$ cat config.mk
export PLATFORM = sky130hd
export DESIGN_NAME = serial_add_seq_flat
export DESIGN_NICKNAME = d
export VERILOG_FILES = /design/src/rtl/serial_add_pkg.sv /design/src/rtl/serial_add_seq_if.sv /design/src/rtl/serial_add_seq_fulladd.sv /design/src/rtl/serial_add_seq.sv /design/src/flat_wrapper.sv
export SDC_FILE = /design/constraint.sdc
export NUM_CORES = 1
export LEC_CHECK = 0
export BUFFER_PORTS_ARGS = -buffer_cell sky130_fd_sc_hd__buf_2
export CORE_MARGIN = 2
export CORE_UTILIZATION = 45
export CTS_CLUSTER_DIAMETER = 60
export CTS_CLUSTER_SIZE = 20
export DETAILED_ROUTE_END_ITERATION = 7
export PLACE_DENSITY_LB_ADDON = 0.15
export SLEW_MARGIN = 5
export SYNTH_ARGS = -nofsm -noshare
export SYNTH_HDL_FRONTEND = slang
export SYNTH_HIERARCHICAL = 1
export SYNTH_SLANG_ARGS = --single-unit
export TNS_END_PERCENT = 20
$ cat constraint.sdc
create_clock -name clk -period 1.4 [get_ports clk]
set_input_delay 0.21 -clock clk [delete_from_list [all_inputs] [get_ports clk]]
set_output_delay 0.21 -clock clk [all_outputs]
set_load 0.02 [all_outputs]
$ cat src/rtl/serial_add_pkg.sv
// Shared definitions for the bit-serial adder: FSM state encoding and default width.
package serial_add_pkg;

    typedef enum logic [1:0] {
        IDLE  = 2'b00,
        SHIFT = 2'b01,
        DONE  = 2'b10
    } state_t;

    localparam int DEFAULT_WIDTH = 8;

endpackage : serial_add_pkg

$ cat src/rtl/serial_add_seq_if.sv
// Start/done request bus of the serial adder. The master issues operands, the
// slave (the adder) returns status, result and a debug view of its FSM state.
interface serial_add_seq_if
    import serial_add_pkg::*;
#(
    parameter int WIDTH = DEFAULT_WIDTH
);

    // Handshake: start is honoured only on an edge where busy is low; a, b and
    // cin are sampled on that same edge. done pulses for one cycle when
    // sum/cout are newly valid; sum/cout hold until the next completion.
    logic             start;
    logic [WIDTH-1:0] a;
    logic [WIDTH-1:0] b;
    logic             cin;
    logic             busy;
    logic             done;
    logic [WIDTH-1:0] sum;
    logic             cout;
    state_t           dbg_state;

    modport master (
        output start, a, b, cin,
        input  busy, done, sum, cout, dbg_state
    );

    modport slave (
        input  start, a, b, cin,
        output busy, done, sum, cout, dbg_state
    );

endinterface : serial_add_seq_if

$ cat src/rtl/serial_add_seq_fulladd.sv
// Library one-bit full adder cell.
module fulladd (
    input  logic a_i,
    input  logic b_i,
    input  logic ci_i,
    output logic s_o,
    output logic co_o
);

    assign s_o  = a_i ^ b_i ^ ci_i;
    assign co_o = (a_i & b_i) | (ci_i & (a_i ^ b_i));

endmodule : fulladd

$ cat src/rtl/serial_add_seq.sv
// Bit-serial LSB-first adder: one full-adder cell plus a registered carry,
// WIDTH shift cycles per operation, one-cycle done pulse on completion.
module serial_add_seq
    import serial_add_pkg::*;
#(
    parameter int WIDTH = DEFAULT_WIDTH
) (
    input  logic              clk,
    input  logic              reset,
    serial_add_seq_if.slave   bus
);

    localparam int CW = $clog2(WIDTH);
    localparam logic [CW-1:0] LAST_BIT = CW'(WIDTH - 1);

    state_t           state_q, state_d;
    logic [WIDTH-1:0] areg_q, areg_d;
    logic [WIDTH-1:0] breg_q, breg_d;
    logic [WIDTH-1:0] sreg_q, sreg_d;
    logic [WIDTH-1:0] sum_q, sum_d;
    logic             carry_q, carry_d;
    logic             cout_q, cout_d;
    logic [CW-1:0]    cnt_q, cnt_d;

    logic fa_s;
    logic fa_co;
    logic accept;
    logic last_bit;

    assign accept   = (state_q == IDLE) && bus.start;
    assign last_bit = (state_q == SHIFT) && (cnt_q == LAST_BIT);

    fulladd u_fa (
        .a_i  (areg_q[0]),
        .b_i  (breg_q[0]),
        .ci_i (carry_q),
        .s_o  (fa_s),
        .co_o (fa_co)
    );

    always_ff @(posedge clk or posedge reset) begin : state_reg
        if (reset) state_q <= IDLE;
        else       state_q <= state_d;
    end

    always_comb begin : next_state
        state_d = state_q;
        unique case (state_q)
            IDLE:    if (bus.start) state_d = SHIFT;
            SHIFT:   if (last_bit)  state_d = DONE;
            DONE:    state_d = IDLE;
            default: state_d = IDLE;
        endcase
    end

    always_comb begin : outputs
        bus.busy      = (state_q != IDLE);
        bus.done      = (state_q == DONE);
        bus.dbg_state = state_q;
    end

    assign bus.sum  = sum_q;
    assign bus.cout = cout_q;

    always_comb begin : datapath
        areg_d  = areg_q;
        breg_d  = breg_q;
        sreg_d  = sreg_q;
        carry_d = carry_q;
        cnt_d   = cnt_q;
        sum_d   = sum_q;
        cout_d  = cout_q;
        if (accept) begin
            areg_d  = bus.a;
            breg_d  = bus.b;
            carry_d = bus.cin;
            cnt_d   = '0;
            sreg_d  = '0;
        end else if (state_q == SHIFT) begin
            // Sum bits enter at the MSB so the LSB lands at bit 0 after WIDTH shifts.
            sreg_d  = {fa_s, sreg_q[WIDTH-1:1]};
            areg_d  = {1'b0, areg_q[WIDTH-1:1]};
            breg_d  = {1'b0, breg_q[WIDTH-1:1]};
            carry_d = fa_co;
            cnt_d   = cnt_q + 1'b1;
            if (last_bit) begin
                sum_d  = {fa_s, sreg_q[WIDTH-1:1]};
                cout_d = fa_co;
            end
        end
    end

    always_ff @(posedge clk or posedge reset) begin : datapath_reg
        if (reset) begin
            areg_q  <= '0;
            breg_q  <= '0;
            sreg_q  <= '0;
            sum_q   <= '0;
            carry_q <= 1'b0;
            cout_q  <= 1'b0;
            cnt_q   <= '0;
        end else begin
            areg_q  <= areg_d;
            breg_q  <= breg_d;
            sreg_q  <= sreg_d;
            sum_q   <= sum_d;
            carry_q <= carry_d;
            cout_q  <= cout_d;
            cnt_q   <= cnt_d;
        end
    end

endmodule : serial_add_seq
$ cat src/flat_wrapper.sv
// flat-port wrapper written by rule: the top's interface ports become plain ports
module serial_add_seq_flat import serial_add_pkg::*;
#(
    parameter int WIDTH = DEFAULT_WIDTH
)
  (clk, reset, bus_start, bus_a, bus_b, bus_cin, bus_busy, bus_done, bus_sum, bus_cout, bus_dbg_state);
  serial_add_seq_if #(.WIDTH(WIDTH)) bus_i ();
  input  logic clk;
  input  logic reset;
  input wire logic [$bits(bus_i.start)-1:0] bus_start;
  input wire logic [$bits(bus_i.a)-1:0] bus_a;
  input wire logic [$bits(bus_i.b)-1:0] bus_b;
  input wire logic [$bits(bus_i.cin)-1:0] bus_cin;
  output wire logic [$bits(bus_i.busy)-1:0] bus_busy;
  output wire logic [$bits(bus_i.done)-1:0] bus_done;
  output wire logic [$bits(bus_i.sum)-1:0] bus_sum;
  output wire logic [$bits(bus_i.cout)-1:0] bus_cout;
  output wire logic [$bits(bus_i.dbg_state)-1:0] bus_dbg_state;
  assign bus_i.start = bus_start;
  assign bus_i.a = bus_a;
  assign bus_i.b = bus_b;
  assign bus_i.cin = bus_cin;
  assign bus_busy = bus_i.busy;
  assign bus_done = bus_i.done;
  assign bus_sum = bus_i.sum;
  assign bus_cout = bus_i.cout;
  assign bus_dbg_state = bus_i.dbg_state;
  serial_add_seq #(.WIDTH(WIDTH)) u_core (.clk(clk), .reset(reset), .bus(bus_i));
endmodule
## Word level (Yosys, flattened, before mapping)

Index checks and enable logic that the tools add are counted.

- Register bits after elaboration: 39
- Bits in latches: 0
- RAM bits: 0
- ROM bits: 0
- Input port bits: 20
- Logic and storage cells: 40
- Memories: 0

- Add/sub/neg operators: 1
- $mul: 0
- Divide/modulo/power cells: 0
- Order comparisons: 0
- Eq/ne operators: 5
- Shift-type cells: 0
- Muxes and demuxes: 13
- Bitwise logic cells: 6
- Reduce and logical (&&, ||, !) cells: 7

Operator list:

| operator | number |
|---|---|
| 8-bit 2-to-1 mux | 6 |
| 3-bit 2-to-1 mux | 2 |
| 2-bit 2-to-1 mux | 2 |
| 2-bit one-hot mux with 2 select lines | 1 |
| 2-bit nonzero test | 2 |
| 3-bit by 1-bit adder with 3-bit output (second input constant) | 1 |
| 3-bit == test (second input constant) | 1 |
| 3-bit AND reduction | 1 |
| 1-bit AND | 2 |
| 2-bit by 1-bit == test with 1-bit output (second input constant) | 1 |
| 2-bit == test (second input constant) | 1 |
| 1-bit logical AND | 2 |
| 2-bit zero test | 1 |
| 1-bit 2-to-1 mux | 2 |
| 2-bit by 1-bit inequality test with 1-bit output (second input constant) | 1 |
| 2-bit inequality test (second input constant) | 1 |
| 2-bit AND reduction | 1 |
| 1-bit XOR | 2 |
| 1-bit NOT | 1 |
| 1-bit OR | 1 |

## Longest topological paths before layout

- Depth in word-level cells: 5
- Mapped depth: 6
- Gate-level depth less buffers: 4

## Modules after synthesis

Netlist, hierarchy kept.

By module, submodules not included:

| module | times used | cells each | area each (sq um) | sequential area each (sq um) |
|---|---|---|---|---|
| serial_add_seq | 1 | 138 | 1,714.1 | 950.9 |
| fulladd | 1 | 1 | 20.0 | 0.0 |

## Worst setup path before layout

No wires, ideal clock.

- Path type: register to register
- Start: reg u_core.state_q[0] (netlist: u_core/bus.dbg_state[0])
- End: reg u_core.cout_q (netlist: u_core/bus.cout)
- Library setup time: 0.128 ns
- Arrival: 1.333 ns
- Setup slack: -0.061 ns
- Cell stages (with the launch flop): 6
- Clock period less this slack: 1.461 ns
- Cells stage by stage: dfrtp_1 -> buf_4 -> nor2b_1 -> buf_2 -> nand2_4 -> mux2_1

- Word-level cells in the longest chain between the ends: 4

Ends and longest elaborated chain:

| what | RTL line | text |
|---|---|---|
| start, declared | serial_add_seq.sv:16 | `state_t state_q, state_d;` |
| start signal, assigned | serial_add_seq.sv:43 | `else state_q <= state_d;` |
| 2-bit zero test | serial_add_seq.sv:30 | `assign accept = (state_q == IDLE) && bus.start;` |
| 1-bit logical AND | serial_add_seq.sv:30 |  |
| 1-bit NOT (no source line) | - |  |
| 3-bit AND reduction (no source line) * | - |  |
| end signal, assigned | serial_add_seq.sv:108 | `cout_q <= cout_d;` |
| end, declared | serial_add_seq.sv:22 | `logic cout_q, cout_d;` |

Every way passes the cells marked *; elsewhere a longest branch is shown, timed or not.
A chain may end at the register's enable or synchronous reset.

## Final worst setup path

- Start: reg u_core.state_q[1] (netlist: u_core/bus.dbg_state[1])
- End: out bus_busy

- Word-level cells in the longest chain between the ends: 1

Ends and longest elaborated chain:

| what | RTL line | text |
|---|---|---|
| 2-bit nonzero test | serial_add_seq.sv:57 | `bus.busy = (state_q != IDLE);` |
| end, declared | flat_wrapper.sv:14 | `output wire logic [$bits(bus_i.busy)-1:0] bus_busy;` |

No other way between the ends.

==> results.md <==
- Worst EP arrival: 1170 ps
- FP Rows: 22
- Psw: 1.80 mW
- Final WS setup: 24.7 ps
- Initial core utilization: 47.0%
- Max Cap Viol: 0
- First-pass GRT wire length: 6310 um
- Vias: 1,292
- Post-Syn Nets: 162
- Buf+Inv Stages, Crit Path: 3
- Port-buffer cells: 32
- Max_slew headroom: 83.1%
- Share of cells above drive strength 1: 41.1%
- Core area: 3690 um2
- Area of the multi-input gates: 724 um2
- TritonCTS buffer count: 5
- Worst vdd ir: 0.00102 V
- Nets@finish: 214
- Worst-case clock buffer depth: 2
- Io pins: 33
- Crit path max-delay family: flip-flops
- Clock-pin slew on the worst setup and hold paths: about 80 ps
- Drt total wl: 3880 um
- Initial antenna violation count: 0
- CP Launch Type: register
- Min cycle time layout: 1380 ps
- HP Class: in2reg
- Final clock period utilization by the worst path: approximately 100%
- Max Clk Rate: roughly 730 MHz
- Drc violations: 0
- Max incr delay on CP: 460 ps
- Kind of critical path: reg2out
- Yosys reg bits: 38
- CP max FO: 4
- Final GP Congestion: 0.762
- Data required time at the worst endpoint: between 1000 and 1500 ps
- N_diodes: 0
- Largest net degree at the start of global routing: 39
- Gate count after technology mapping: roughly 140
- Wire per inst: between 15 and 20 um
- RSZ-0062 raised after global routing: yes
- Run status: completed
- Post-Synthesis Cell Area: 1730 um2
- Pleak: about 1.1 nW
- Chip width: 66.1 um
- Total GRT Usage: approximately a fifth
- Root buffer cell: clkbuf_8
- Int Pwr: 3.45 mW
- Clock network fraction of total power: about a fifth
- Clock sink count: 38
- Design area: 2310 um2
- Post-DP HPWL: approximately 2400 um
- PwrDens: around 2300 nW/um2
- Post-layout util: roughly 63%
- Vias per cell: between 5 and 6
- H-tree lvl count: 2
- Synth Warn #: 6
- CP Cell Sequence: buf_12 -> nor2_4 -> inv_2 -> buf_6
- Height of the die: ~66 um
- Post-DP Area: 2010 um2
- Fill cells: 313
- Seq/Total Area, Yosys: approximately 55%
- Slowest stage cell, crit path: dfrtp_2
- Syn Area/Cell: 12.5 um2
- Worst slew pin tran: approximately 250 ps
- Setup WS pre-CTS: -52.2 ps
- Synth cell types: 25
- Reg area: 953 um2
- Switch share: between 30 and 40%
- Area delta synth->final: 33.3%
- DR iter-0 viols: 72
- Setup TNS: 0 ps
- Comb power frac: approximately 42%
- DIE AREA: 4370 um2
- Final Hold Vio Count: 0
- Critical Path Sink Type: output pin
- Power Total: 5.25 mW
- Sequential share of power: 36.7%
- Max Slew Vio Count: 0
- Final setup viols: 0
- Vias in the first global route: between 1,000 and 1,500
- First-pass DRT Iterations: 4
- CTS tree: yes
- Clk_lat worst skew: 290 ps
- GRT overflow: 0
- Worst Clk Skew: 9.74 ps
- Final ANT Viol Nets: 0
==> logic make-up after synthesis <==
family / share of synthesized area [%]
AOI/OAI and AO/OA: 17.9
adders and majority gates: 2.60
buffers and inverters: 5.70
DFF: 54.8
muxes: 6.49
and+or+nand+nor: 12.5
==> layout make-up <==
cell class / instances / area share [%]
clock buffer: 5 / 2.98
clock inverter: 3 / 2.98
inverter: 10 / 1.62
multi-input combinational: 82 / 31.3
sequential: 38 / 41.3
tap: 48 / 2.60
timing repair buffer: 54 / 17.2
==> per-stage QoR <==
stage                     hold slack (ps)  std cells
after floorplan                       380        139
after CTS                             165        236
after detailed placement              278        221
final                                 175        240
after global placement                269        221
after global routing                  178        240
==> cell usage after synthesis, drive strengths merged <==
library cell / count / area [um2]
o22a: 7 / 61.3
ha: 2 / 25.0
dfrtp: 38 / 951
inv: 10 / 37.5
nor4bb: 4 / 40.0
buf: 7 / 50.1
a22oi: 4 / 30.0
a21oi: 12 / 60.1
clkbuf: 3 / 11.3
a22o: 9 / 78.8
or2: 1 / 6.26
mux2: 10 / 113
nor2: 3 / 13.8
nand2: 5 / 26.3
nor2b: 6 / 37.5
nor3b: 11 / 92.6
a221oi: 4 / 60.1
a32o: 2 / 20.0
fa: 1 / 20.0
==> what timing repair did <==
item                                    in CTS  in global routing
pin swaps                                    0                  1
endpoints found under the setup margin      11                  8
setup buffers                                4                  4
gates cloned                                 2                  0
hold endpoints to repair                    38                  0
hold buffers                                 1                  0
gates resized for setup                     10                  5
==> placed cells by master (no fill, tap or decap), drive strengths merged, types with 2 or more instances in the layout <==
| cell type | n |
|---|---|
| a32o | 2 |
| nor2 | 3 |
| o22a | 7 |
| nor3b | 11 |
| nor4bb | 4 |
| ha | 2 |
| buf | 52 |
| clkbuf | 5 |
| a221oi | 4 |
| nor2b | 6 |
| bufinv | 2 |
| dfrtp | 38 |
| nand2 | 6 |
| a21oi | 12 |
| mux2 | 10 |
| a22o | 9 |
| a22oi | 4 |
| inv | 10 |
==> power groups by stage <==
stage / logic (mW) / clock network (mW) / registers (mW)
floorplan: 1.27 / 0 / 2.00
global placement: 1.86 / 0 / 1.90
detailed placement: 1.93 / 0 / 1.92
CTS: 2.14 / 1.14 / 1.92
global route: 2.43 / 1.19 / 1.99
finish: 2.21 / 1.11 / 1.92
==> per-layer routing <==
metal | global-route usage [%] | up-vias | wire length, um | part of all wire, %
met4 | 4.59 | 0 | 0 | 0
met1 | 23.3 | 659 | 1620 | 42
met5 | 0 | - | 0 | 0
met2 | 34.8 | 24 | 2130 | 55
li1 | - | 609 | - | -
met3 | 4.94 | 0 | 132 | 3.4
==> worst paths after layout <==
path | to | cells after the start | slack [ps] | from
max | bus_busy | 4 | 20 | u_core/bus.dbg_state[1]$_DFFE_PP0P_
min | u_core/breg_q[7]$_DFFE_PP0P_ | 2 | 180 | bus_b[7]
max reg2reg | u_core/bus.sum[6]$_DFFE_PP0P_ | 4 | 30 | u_core/cnt_q[0]$_DFFE_PP0P_
min reg2reg | u_core/bus.sum[0]$_DFFE_PP0P_ | 1 | 490 | u_core/bus.sum[0]$_DFFE_PP0P_
max in group asynchronous | u_core/bus.dbg_state[0]$_DFFE_PP0P_ | 4 | 690 | reset
min in group asynchronous | u_core/cnt_q[1]$_DFFE_PP0P_ | 4 | 510 | reset
==> state kept, by name (all words and copies together), names as in the netlist <==
signal and count:
u_core/areg_q 8, u_core/breg_q 8, u_core/bus.cout 1, u_core/bus.dbg_state 2, u_core/bus.sum 8, u_core/carry_q 1
u_core/cnt_q 3, u_core/sreg_q 7
No activity file was read; power rests on OpenSTA's default activity.
